### config.mk
export PLATFORM = sky130hd
export DESIGN_NAME = mnist_frame_receiver_flat
export DESIGN_NICKNAME = d
export VERILOG_FILES = /design/src/rtl/mnist_rx_pkg.sv /design/src/rtl/mnist_frame_receiver_if.sv /design/src/rtl/mnist_frame_receiver_valid_delay_line.sv /design/src/rtl/mnist_frame_receiver.sv /design/src/flat_wrapper.sv
export SDC_FILE = /design/constraint.sdc
export NUM_CORES = 1
export LEC_CHECK = 0
export CAP_MARGIN = 15
export CELL_PAD_IN_SITES_DETAIL_PLACEMENT = 0
export CELL_PAD_IN_SITES_GLOBAL_PLACEMENT = 1
export CORE_ASPECT_RATIO = 0.5
export CORE_MARGIN = 4
export CORE_UTILIZATION = 45
export CTS_CLUSTER_DIAMETER = 40
export DETAILED_ROUTE_END_ITERATION = 10
export PLACE_DENSITY = 0.79
export SYNTH_ARGS = -nofsm -noshare
export SYNTH_HDL_FRONTEND = slang
export SYNTH_SLANG_ARGS = --single-unit
### constraint.sdc
create_clock -name clk -period 39.1 [get_ports clk]
set_clock_uncertainty 0.15 [all_clocks]
set_input_delay 11.73 -clock clk [delete_from_list [all_inputs] [get_ports clk]]
set_output_delay 11.73 -clock clk [all_outputs]
set_load 0.02 [all_outputs]
### src/rtl/mnist_rx_pkg.sv
// Shared constants, state encoding and pixel addressing for the MNIST frame receiver.
package mnist_rx_pkg;
    localparam int IMG_W           = 16;
    localparam int IMG_BITS        = 256;
    localparam int BYTES_PER_FRAME = 32;
    localparam int INDEX_W         = 4;

    typedef enum logic {
        ST_IDLE,
        ST_FILL
    } rx_state_e;

    // Pixel (r,c) lives at this bit of the flat image vector; row 0 is the MSBs.
    function automatic int pixel_bit(input int r, input int c);
        return IMG_BITS - 1 - (IMG_W * r + c);
    endfunction
endpackage

### src/rtl/mnist_frame_receiver_if.sv
// Byte stream in, image/class results out; master drives bytes, slave is the receiver.
interface mnist_frame_receiver_if #(
    parameter int INDEX_W = 4
);
    logic [7:0]         byte_in;
    logic               byte_en;
    logic               sof;
    logic [255:0]       image;
    logic               image_valid;
    logic [INDEX_W-1:0] class_in;
    logic [INDEX_W-1:0] class_out;
    logic               class_valid;
    logic               frame_abort;
    logic [7:0]         frame_count;

    modport master (
        output byte_in, byte_en, sof, class_in,
        input  image, image_valid, class_out, class_valid, frame_abort, frame_count
    );

    modport slave (
        input  byte_in, byte_en, sof, class_in,
        output image, image_valid, class_out, class_valid, frame_abort, frame_count
    );
endinterface

### src/rtl/mnist_frame_receiver_valid_delay_line.sv
// Delays a valid strobe by DEPTH cycles; DEPTH=0 degenerates to a wire.
module valid_delay_line #(
    parameter int DEPTH = 2
) (
    input  logic clk,
    input  logic rst,
    input  logic in,
    output logic out
);
    generate
        if (DEPTH == 0) begin : g_wire
            assign out = in;
        end else begin : g_pipe
            logic [DEPTH-1:0] vld_pipe;

            // Each stage holds its own strobe, so back-to-back pulses never collide.
            always_ff @(posedge clk or posedge rst) begin
                if (rst) vld_pipe <= '0;
                else     vld_pipe <= (vld_pipe << 1) | DEPTH'(in);
            end

            assign out = vld_pipe[DEPTH-1];
        end
    endgenerate
endmodule

### src/rtl/mnist_frame_receiver.sv
// Assembles pixel bytes into a 16x16 binary image and captures the classifier's answer.
module mnist_frame_receiver #(
    parameter int BYTES_PER_FRAME    = 32,
    parameter int CLASSIFIER_LATENCY = 2,
    parameter int INDEX_W            = 4
) (
    input logic               clk,
    input logic               rst,
    mnist_frame_receiver_if.slave bus
);
    import mnist_rx_pkg::*;

    localparam int               CNT_W = $clog2(BYTES_PER_FRAME);
    localparam logic [CNT_W-1:0] LAST  = CNT_W'(BYTES_PER_FRAME - 1);

    rx_state_e           state;
    logic [CNT_W-1:0]    byte_cnt;
    logic [CNT_W-1:0]    wr_idx;
    logic [IMG_BITS-1:0] asm_q;
    logic [IMG_BITS-1:0] asm_next;
    logic                restart;
    logic                done;
    logic                cls_sample;

    // sof always lands its byte at slot 0; it only aborts if a partial frame exists.
    assign wr_idx  = bus.sof ? '0 : byte_cnt;
    assign restart = bus.byte_en && bus.sof && (state == ST_FILL) && (byte_cnt != '0);
    assign done    = bus.byte_en && (wr_idx == LAST);

    always_comb begin
        asm_next = asm_q;
        asm_next[IMG_BITS - 1 - 8 * int'(wr_idx) -: 8] = bus.byte_in;
    end

    always_ff @(posedge clk or posedge rst) begin
        if (rst) begin
            state           <= ST_IDLE;
            byte_cnt        <= '0;
            asm_q           <= '0;
            bus.image       <= '0;
            bus.image_valid <= 1'b0;
            bus.frame_abort <= 1'b0;
            bus.frame_count <= '0;
        end else begin
            bus.image_valid <= 1'b0;
            bus.frame_abort <= 1'b0;
            if (bus.byte_en) begin
                asm_q           <= asm_next;
                bus.frame_abort <= restart;
                if (done) begin
                    bus.image       <= asm_next;
                    bus.image_valid <= 1'b1;
                    bus.frame_count <= bus.frame_count + 8'd1;
                    byte_cnt        <= '0;
                    state           <= ST_IDLE;
                end else begin
                    byte_cnt <= wr_idx + 1'b1;
                    state    <= ST_FILL;
                end
            end
        end
    end

    valid_delay_line #(
        .DEPTH(CLASSIFIER_LATENCY)
    ) u_dly (
        .clk(clk),
        .rst(rst),
        .in (bus.image_valid),
        .out(cls_sample)
    );

    always_ff @(posedge clk or posedge rst) begin
        if (rst) begin
            bus.class_out   <= '0;
            bus.class_valid <= 1'b0;
        end else begin
            bus.class_valid <= cls_sample;
            if (cls_sample) bus.class_out <= bus.class_in;
        end
    end
endmodule

### src/flat_wrapper.sv
// flat-port wrapper written by rule: the top's interface ports become plain ports
module mnist_frame_receiver_flat import mnist_rx_pkg::*;
#(
    parameter int BYTES_PER_FRAME    = 32,
    parameter int CLASSIFIER_LATENCY = 2,
    parameter int INDEX_W            = 4
)
  (clk, rst, bus_byte_in, bus_byte_en, bus_sof, bus_class_in, bus_image, bus_image_valid, bus_class_out, bus_class_valid, bus_frame_abort, bus_frame_count);
  mnist_frame_receiver_if #(.INDEX_W(INDEX_W)) bus_i ();
  input logic clk;
  input logic rst;
  input wire logic [$bits(bus_i.byte_in)-1:0] bus_byte_in;
  input wire logic [$bits(bus_i.byte_en)-1:0] bus_byte_en;
  input wire logic [$bits(bus_i.sof)-1:0] bus_sof;
  input wire logic [$bits(bus_i.class_in)-1:0] bus_class_in;
  output wire logic [$bits(bus_i.image)-1:0] bus_image;
  output wire logic [$bits(bus_i.image_valid)-1:0] bus_image_valid;
  output wire logic [$bits(bus_i.class_out)-1:0] bus_class_out;
  output wire logic [$bits(bus_i.class_valid)-1:0] bus_class_valid;
  output wire logic [$bits(bus_i.frame_abort)-1:0] bus_frame_abort;
  output wire logic [$bits(bus_i.frame_count)-1:0] bus_frame_count;
  assign bus_i.byte_in = bus_byte_in;
  assign bus_i.byte_en = bus_byte_en;
  assign bus_i.sof = bus_sof;
  assign bus_i.class_in = bus_class_in;
  assign bus_image = bus_i.image;
  assign bus_image_valid = bus_i.image_valid;
  assign bus_class_out = bus_i.class_out;
  assign bus_class_valid = bus_i.class_valid;
  assign bus_frame_abort = bus_i.frame_abort;
  assign bus_frame_count = bus_i.frame_count;
  mnist_frame_receiver #(.BYTES_PER_FRAME(BYTES_PER_FRAME), .CLASSIFIER_LATENCY(CLASSIFIER_LATENCY), .INDEX_W(INDEX_W)) u_core (.clk(clk), .rst(rst), .bus(bus_i));
endmodule
======== Word-level counts from Yosys, hierarchy flattened ========
Cells that the tools add are included.
storage, ports and cells
  flip-flop bits (word level) ............. 535
  latch bits .............................. 0
  bits in writable memories ............... 0
  bits in read-only memories .............. 0
  bits of input ports ..................... 16
  output and inout port bits .............. 271
  logic and storage cells ................. 31
  memories kept ........................... 0
cells by class
  add/subtract/negate cells ............... 4
  multiply operators ...................... 0
  divide/modulo/power cells ............... 0
  $lt $le $gt $ge ......................... 0
  equality and inequality tests ........... 1
  shift-type cells ........................ 2
  mux-type cells .......................... 7
  bitwise logic cells ..................... 1
  reduce and logical (&&, ||, !) cells .... 6
operators by type and width
  cell                                                     count
  variable shift 8 x 33 -> 263 bit (first input constant)  1
  indexed part select 8 x 33 -> 263 bit                    1
  bitwise mux 256 bit                                      1
  negation 32 -> 33 bit                                    1
  2-to-1 mux 5 bit                                         2
  subtractor 8 x 8 -> 9 bit (first input constant)         1
  adder 8 x 1 -> 8 bit (second input constant)             1
  adder 5 x 1 -> 5 bit (second input constant)             1
  equality test 5 bit (second input constant)              1
  nonzero test 5 bit                                       1
  logical AND 1 bit                                        4
  2-to-1 mux 1 bit                                         4
  bitwise OR 2 x 1 -> 2 bit                                1
  AND reduction 2 bit                                      1

======== Longest topological paths before layout ========
Gate-level depths: netlist of the first run.
  depth in word-level cells ............... 5
  gate-level depth with buffers ........... 13
  mapped depth without buffers ............ 7

======== Cells and area by module ========
From an unflattened synthesis of the first run, not the netlist that was laid out.
second synthesis, totals
  cell total of the unflattened synthesis .. 2217
  area total of the unflattened synthesis .. 24367.1 µm²
by module, submodules not included
  module                times used  cells each  area each (µm²)
  mnist_frame_receiver  1           2214        24313.3
  valid_delay_line      1           3           53.8

======== Worst setup path after synthesis of the first run ========
OpenSTA, ideal clock, no wires.
  path type ............................... input-to-reg
  from .................................... in bus_sof
  to ...................................... reg u_core.bus.image[10]
  data arrival time ....................... 13.850 ns
  data required time ...................... 38.809 ns
  path slack .............................. 24.959 ns
  cell stages on the path ................. 12
  path buffers ............................ 6
  cells stage by stage .................... buf_2 and3b_1 clkbuf_1 and2_1 ha_1 buf_2 nand2_1 inv_1 clkbuf_1 clkbuf_1 clkbuf_1 a31oi_1
between the ends
  word-level cells in the longest chain between the ends .. 5
  elaborated cells on any way between the ends .. 9
  those cells by class .................... 2 x add/sub; 1 x eq/ne; 2 x shift; 2 x mux; 2 x reduce/logical
ends and longest elaborated chain
  item                                                                                       RTL line                       text
  start: declaration                                                                         flat_wrapper.sv:14             input wire logic [$bits(bus_i.sof)-1:0] bus_sof;
  2-to-1 mux 5 bit *                                                                         mnist_frame_receiver.sv:26     assign wr_idx = bus.sof ? '0 : byte_cnt;
  subtractor 8 x 8 -> 9 bit                                                                  mnist_frame_receiver.sv:32     asm_next[IMG_BITS - 1 - 8 * int'(wr_idx) -: 8] = bus.byte_in;
  negation 32 -> 33 bit                                                                      mnist_frame_receiver.sv:32
  indexed part select 8 x 33 -> 263 bit or variable shift 8 x 33 -> 263 bit (tied branches)  mnist_frame_receiver.sv:32
  bitwise mux 256 bit                                                                        mnist_frame_receiver.sv:32
  end signal: assignment                                                                     mnist_frame_receiver.sv:51     bus.image <= asm_next;
  end: declaration                                                                           mnist_frame_receiver_if.sv:23  output image, image_valid, class_out, class_valid, frame_abort, frame_count
Every way passes the cells marked *; elsewhere a longest branch is shown, timed or not.
A chain may end at the register's enable or synchronous reset.

======== Final worst setup path of the first run ========
  from .................................... in bus_sof
  to ...................................... reg u_core.bus.frame_count[6]
between the ends
  word-level cells in the longest chain between the ends .. 4
ends and longest elaborated chain
  item                           RTL line                       text
  2-to-1 mux 5 bit               mnist_frame_receiver.sv:26
  equality test 5 bit            mnist_frame_receiver.sv:28     assign done = bus.byte_en && (wr_idx == LAST);
  logical AND 1 bit              mnist_frame_receiver.sv:28
  AND reduction 2 bit (no line)  -
  end signal: assignment         mnist_frame_receiver.sv:53     bus.frame_count <= bus.frame_count + 8'd1;
  end: declaration               mnist_frame_receiver_if.sv:23
No other way between the ends.

==> results of run 1 <==
[routing by layer]
layer	up-vias	global-route usage (%)
met5	-	0
met4	0	7.54
met3	129	3.56
met2	615	42.4
met1	9978	35.3
li1	8725	-
[worst max-delay path by stage]
stage                                            to     from
after floorplan                     u_core.asm_q[0]      rst
after global placement    u_core.bus.frame_count[6]  bus_sof
after detailed placement  u_core.bus.frame_count[6]  bus_sof
after CTS                 u_core.bus.frame_count[6]  bus_sof
after global routing      u_core.bus.frame_count[6]  bus_sof
final                     u_core.bus.frame_count[6]  bus_sof
[area by class of cell]
type	instances	area [um2]
fill	4645	24300
sequential	535	13400
multi-input combinational	1522	10100
timing repair buffer	340	3270
clock buffer	68	1450
tap	713	892
clock inverter	24	362
inverter	9	48.8
[logic make-up after synthesis]
family	count (synthesis)	share of synthesized area [%]
DFF	535	54.6
muxes	254	11.7
and+or+nand+nor	774	16.9
xor gates and xnor gates	7	0.250
adders and majority gates	4	0.204
buffers and inverters	265	4.42
AOI/OAI and AO/OA	483	12.0
[power by group through the flow]
stage	logic [mW]	clock network (mW)	registers (mW)
finish	0.101	0.543	0.574
global route	0.109	0.577	0.575
CTS	0.0994	0.550	0.574
detailed placement	0.0992	0	0.584
global placement	0.0985	0	0.584
floorplan	0.0686	0	0.580
[stage by stage]
stage	hold slack, ns	setup WS (ns)	cell area, um2	instances
6_report	0.202	23.01	29500	3211
5_1_grt	0.219	22.77	29500	3211
4_1_cts	0.202	23.09	29500	3208
3_5_place_dp	0.186	22.52	27700	3116
3_3_place_gp	0.184	22.61	27700	3116
2_1_floorplan	0.181	12.27	24500	2322
[state kept, by name, summed over array words and instances (netlist names)]
| signal | count |
|---|---|
| u_core.bus.class_out | 4 |
| u_core.u_dly.g_pipe.vld_pipe | 2 |
| u_core.bus.class_valid | 1 |
| u_core.asm_q | 256 |
| u_core.byte_cnt | 5 |
| u_core.bus.frame_abort | 1 |
| u_core.bus.image_valid | 1 |
| u_core.bus.image | 256 |
| u_core.state | 1 |
| u_core.bus.frame_count | 8 |
[Yosys cell counts, types with 3 or more instances]
cell / n
buf_2: 62
and3_1: 26
or4b_2: 3
nor3b_1: 8
a32oi_1: 8
inv_1: 8
nor2b_1: 12
nand4bb_1: 7
nor4bb_1: 5
nor2_1: 200
nand2b_1: 11
nand4b_1: 9
xor2_1: 3
and4b_1: 10
nand2_1: 96
ha_1: 4
and2_1: 34
o21ai_0: 115
nor4b_4: 3
nor3_1: 3
nand3_1: 200
a31oi_1: 128
a21oi_1: 99
clkbuf_1: 176
dfrtp_1: 535
buf_1: 16
xnor2_1: 4
mux2_2: 253
and4bb_2: 3
nand3_2: 13
o211ai_1: 120
nand4_1: 123
o21ai_1: 5
[worst max-delay path: cells and delay by family]
family	cells	cell delay (ns)
adders and majority gates	1	0.35
buffers and inverters	4	2.43
xor gates and xnor gates	1	0.24
and+or+nand+nor	4	1.47
==> results.md, run 1 <==
* EDFF count, synth at 0
* IO Pins at between 200 and 300
* Maxcap violations at 0
* Worst hold path class: reg -> reg
* Cell taking the most area after synthesis: dfrtp_1
* CTS tree: built
* Die Area at about 0.058 mm2
* Vias in the first global route at slightly below 20,000
* ANT cells at 0
* CP arrival at about 16 ns
* Synth top area cells: dfrtp_1 (55%), mux2_2 (12%), nand3_1 (4.1%)
* #FFs+latches synth at ~540
* P_int at between 0.9 and 1 mW
* Via/cell ratio at ~6.1
* Postcts setup bufs at 0
* Iteration-0 DRC Markers at about 1,900
* CP max stage cell: buf_4
* Startpoint Class: input pin
* Clock sinks at 535
* TNS Setup at 0 ns
* Crit path required time at between 30 and 40 ns
* Flop2flop setup slack at 33.79 ns
* Yosys warnings at 0
* CP Max Fanout at 172
* Hold Path End: u_core.u_dly.g_pipe.vld_pipe[1]
* CP max stage delay at just over 1 ns
* Total number of vias at ~20,000
* Power per Cell Area at 41.3 mW/mm2
* CTS resizes at 0
* Sw frac at between 20% and 30%
* Sequential Power Share at around 47%
* DP HPWL at roughly 45,000 um
* Combinational cell fraction of total power at 8.3%
* Final setup fails at 0
* Fin. Hold Viols at 0
* Critical-path cell list: buf_2 -> buf_4 -> and3b_1 -> and2_1 -> ha_1 -> nand2_4 -> inv_8 -> buf_4 -> nand4_1 -> xnor2_1
* Initial Util at between 40% and 50%
* Die Span Y at about 170 um
* GPL Wtd Cong at between 0.8 and 0.9
* Initial antenna violation count at 0
* First-pass GRT wire length at 119,000 um
* Sw power at approximately 0.31 mW
* Sequential fraction of the synthesis area at between 50% and 60%
* Maximum VDD drop at 0.0297 mV
* Synth top area share at between 50% and 60%
* Crit. End Element: flip-flop
* H-tree Lvls at 2
* DRC Markers at 0
* Final wirelength at 76,100 um
* Fraction of registers with async set/reset at between 90% and 100%
* GRT overflow at 0
* Worst Setup Path Type: in -> reg
* Leakage at between 10 and 15 nW
* Largest net degree at the start of global routing at roughly 170
* All-Layer GR Usage at roughly a quarter
* I/O Buffers at ~290
* Worst slew pin tran at between 1 and 1.5 ns
* CTS clk-pin slew, worst paths at around 0.060 ns
* Worst-case clock buffer depth at 3
* Clock power share at roughly 45%
* First-pass DRT Iterations at 5
* Routed Antenna Nets at 0
* Outcome: finished clean
* Finished Core Util at 54.9%
* Avg WL per Cell at ~24 um
* Final nets at ~2,500
* Highest routed layer: met4
* Relative slew slack at 24.8%
* Worst skew pair latency at about 0.58 ns
* Post-route met1 wirelength at around 32,000 um
* Post-synthesis net count at roughly 2,300
* Commonest non-fill, non-tap cells in the layout: dfrtp_1 (532), clkdlybuf4s50_1 (283), mux2_2 (253)
* Reg2Reg Depth at 8
* RSZ-0062 raised after global routing: no
* Cts hold-fix bufs at 0
* Worst Min Path Start: u_core.u_dly.g_pipe.vld_pipe[0]
* Metal2 WL at about 37,000 um
* Period utilisation layout at a little over 40%
* Top cell by count, worst path: buf_4
* Slew Viols, Final at 0
* RR Startpoint: u_core.byte_cnt[2]
* Ys flop type: dfrtp_1
* Clk root buf: clkbuf_16
* Area added between synthesis and finish at 20.5%
* Die extent in x at 338 um
* Final Critical Period at 16.09 ns
* Core Footprint at ~0.054 mm2
* Rows at 60
* Worst Hold Depth at 0
* WL met3 at about 4300 um
* Achievable Freq at about 62 MHz
* Commonest non-fill, non-tap cell in the layout: dfrtp_1
* Synth cell types at between 40 and 50
* Total power at roughly 1.2 mW
* Fraction of layout cells with a size suffix above 1 at 17.6%
* RR Endpoint: u_core.bus.frame_count[6]
* TritonCTS Buffers at a little over 50
* Synthesized cell area at between 0.02 and 0.025 mm2
* Post-Synthesis Cells at about 2,300
* Synthesized area per cell at between 10 and 15 um2
(Power assumes the default switching activity.)
==> run 2, diff against run 1 <==
CORE_UTILIZATION = 44   (was 45)
PLACE_DENSITY = 0.77   (was 0.79)
clock period = 14.9 ns   (was 39.1 ns; I/O delays follow)
==> run 2 against run 1 <==
Effect of this change: final area is 0.22% higher; total power grew to 2.6 times the previous value; non-clock buffer count is 1 higher; wire length is 0.27% lower.
==> results.md, run 2 (synthesis results as in run 1) <==
* Outcome: finished clean
* GRT overflow at 0
* Final nets at around 2,500
* Area added between synthesis and finish at 20.8%
* Worst hold path class: reg -> reg
* CP Max Fanout at roughly 150
* Top Registers: u_core.asm_q x256, u_core.bus.image x256, u_core.bus.frame_count x8
* Maximum VDD drop at a little over 0.08 mV
* Rows at 60
* Initial antenna violation count at 1
* Achievable Freq at ~120 MHz
* RSZ-0062 raised after global routing: no
* Crit. End Element: flip-flop
* Postcts setup bufs at 0
* Crit path required time at about 15 ns
* Avg WL per Cell at roughly 23 um
* TNS Setup at 0 ns
* Post-DP Area at approximately 0.028 mm2
* Worst Setup Path Type: in -> reg
* Clk root buf: clkbuf_16
* Die Span Y at between 150 and 200 um
* CTS resizes at 0
* Via/cell ratio at 6.01
* Clock sinks at 535
* Iteration-0 DRC Markers at between 1,500 and 2,000
* Largest net degree at the start of global routing at 150
* CTS clk-pin slew, worst paths at 0.06 ns
* Cell area after layout at between 0.02 and 0.03 mm2
* Vias in the first global route at ~19,000
* Cts hold-fix bufs at 0
* Core Footprint at about 0.054 mm2
* IO Pins at between 200 and 300
* GPL Wtd Cong at ~0.8
* Maxcap violations at 0
* Worst skew pair latency at 0.59 ns
* First-pass GRT wire length at roughly 120,000 um
* TritonCTS Buffers at 53
* Power per Cell Area at around 110 mW/mm2
* Total number of vias at ~20,000
* DP HPWL at ~46,000 um
* Fraction of layout cells with a size suffix above 1 at 17.9%
* Slew Viols, Final at 0
* Die Area at around 0.060 mm2
* Worst slew pin tran at 1.13 ns
* Period utilisation layout at between 50% and 60%
* All-Layer GR Usage at 24.8%
* Initial Util at between 40 and 50%
* ANT cells at 0
* Leakage at roughly 13 nW
* Startpoint Class: input pin
* CP arrival at approximately 8.9 ns
* Die extent in x at between 300 and 400 um
* Routed Antenna Nets at 0
* Storage cell area at 0.0134 mm2
* First-pass DRT Iterations at 6
* Final setup fails at 0
* Final Critical Period at 8.51 ns
* Relative slew slack at 24.6%
* DRC Markers at 0
* Commonest non-fill, non-tap cells in the layout: dfrtp_1 (532), clkdlybuf4s50_1 (283), mux2_2 (253)
* Fill cells at 4,786
* CTS tree: built
* Commonest non-fill, non-tap cell in the layout: dfrtp_1
* Final wirelength at between 70,000 and 80,000 um
* Fin. Hold Viols at 0
* I/O Buffers at between 200 and 300
* Area of the multi-input gates at 0.0101 mm2
* H-tree Lvls at 2
* Worst-case clock buffer depth at 3
-- run 2: cell count changes in the layout (fill, tap and decap cells not counted), sizes merged --
cell / delta
buf: +1
bufinv: -1
clkinv: +3
clkinvlp: +2
inv: +1
-- run 2: area by class of cell --
cell class / instances / area share (%)
inverters: 9 / 0.152
clock inverters: 29 / 1.28
well taps: 744 / 3.14
clock buffers: 68 / 4.94
multi-input cells: 1522 / 34.2
flip-flops and latches: 535 / 45.2
repair buffers: 341 / 11.1
-- run 2: worst paths after layout --
path                       slack (ns)  depth (start not counted)                       startpoint                              end
max                              6.39                         10                          bus_sof            u_core.bus.image[214]
min                              0.20                          0  u_core.u_dly.g_pipe.vld_pipe[0]  u_core.u_dly.g_pipe.vld_pipe[1]
max reg2reg                      9.80                          8               u_core.byte_cnt[2]            u_core.bus.image[214]
min reg2reg                      0.20                          0  u_core.u_dly.g_pipe.vld_pipe[0]  u_core.u_dly.g_pipe.vld_pipe[1]
max in group asynchronous        8.00                          4                              rst            u_core.bus.image[241]
min in group asynchronous        4.27                          2                              rst          u_core.bus.class_out[1]
-- run 2: layer usage --
metal,wire length [um],vias up,global-route usage (%)
met5,0,-,0
met4,2150,0,7.00
met3,4120,121,3.60
met2,36500,620,40.8
met1,33100,10000,34.4
li1,-,8748,-
-- run 2: metrics by stage --
step                      hold WS, ns  cells  setup slack [ns]  util [%]  total power, mW
after floorplan                 0.181   2322              3.01         -             1.70
after global placement          0.185   3151              5.96      51.0             1.79
after detailed placement        0.188   3151              5.92      51.0             1.79
after CTS                       0.203   3248              6.55      54.4             3.22
after global routing            0.221   3248              6.16      54.4             3.31
final                           0.202   3248              6.39      54.4             3.21
-- run 2: worst max-delay path: stages --
cell and delay, ns:
buf_2 0.11, buf_4 0.36, and3b_1 0.48, and2_1 0.17
ha_1 0.33, nand2_4 0.52, inv_8 0.80, buf_4 0.89
o211ai_1 0.23, o211ai_1 0.17
-- run 2: power breakdown --
group / switching (mW) / internal [mW]
sequential: 0.0269 / 1.48
combinational: 0.201 / 0.0613
clock: 0.603 / 0.836
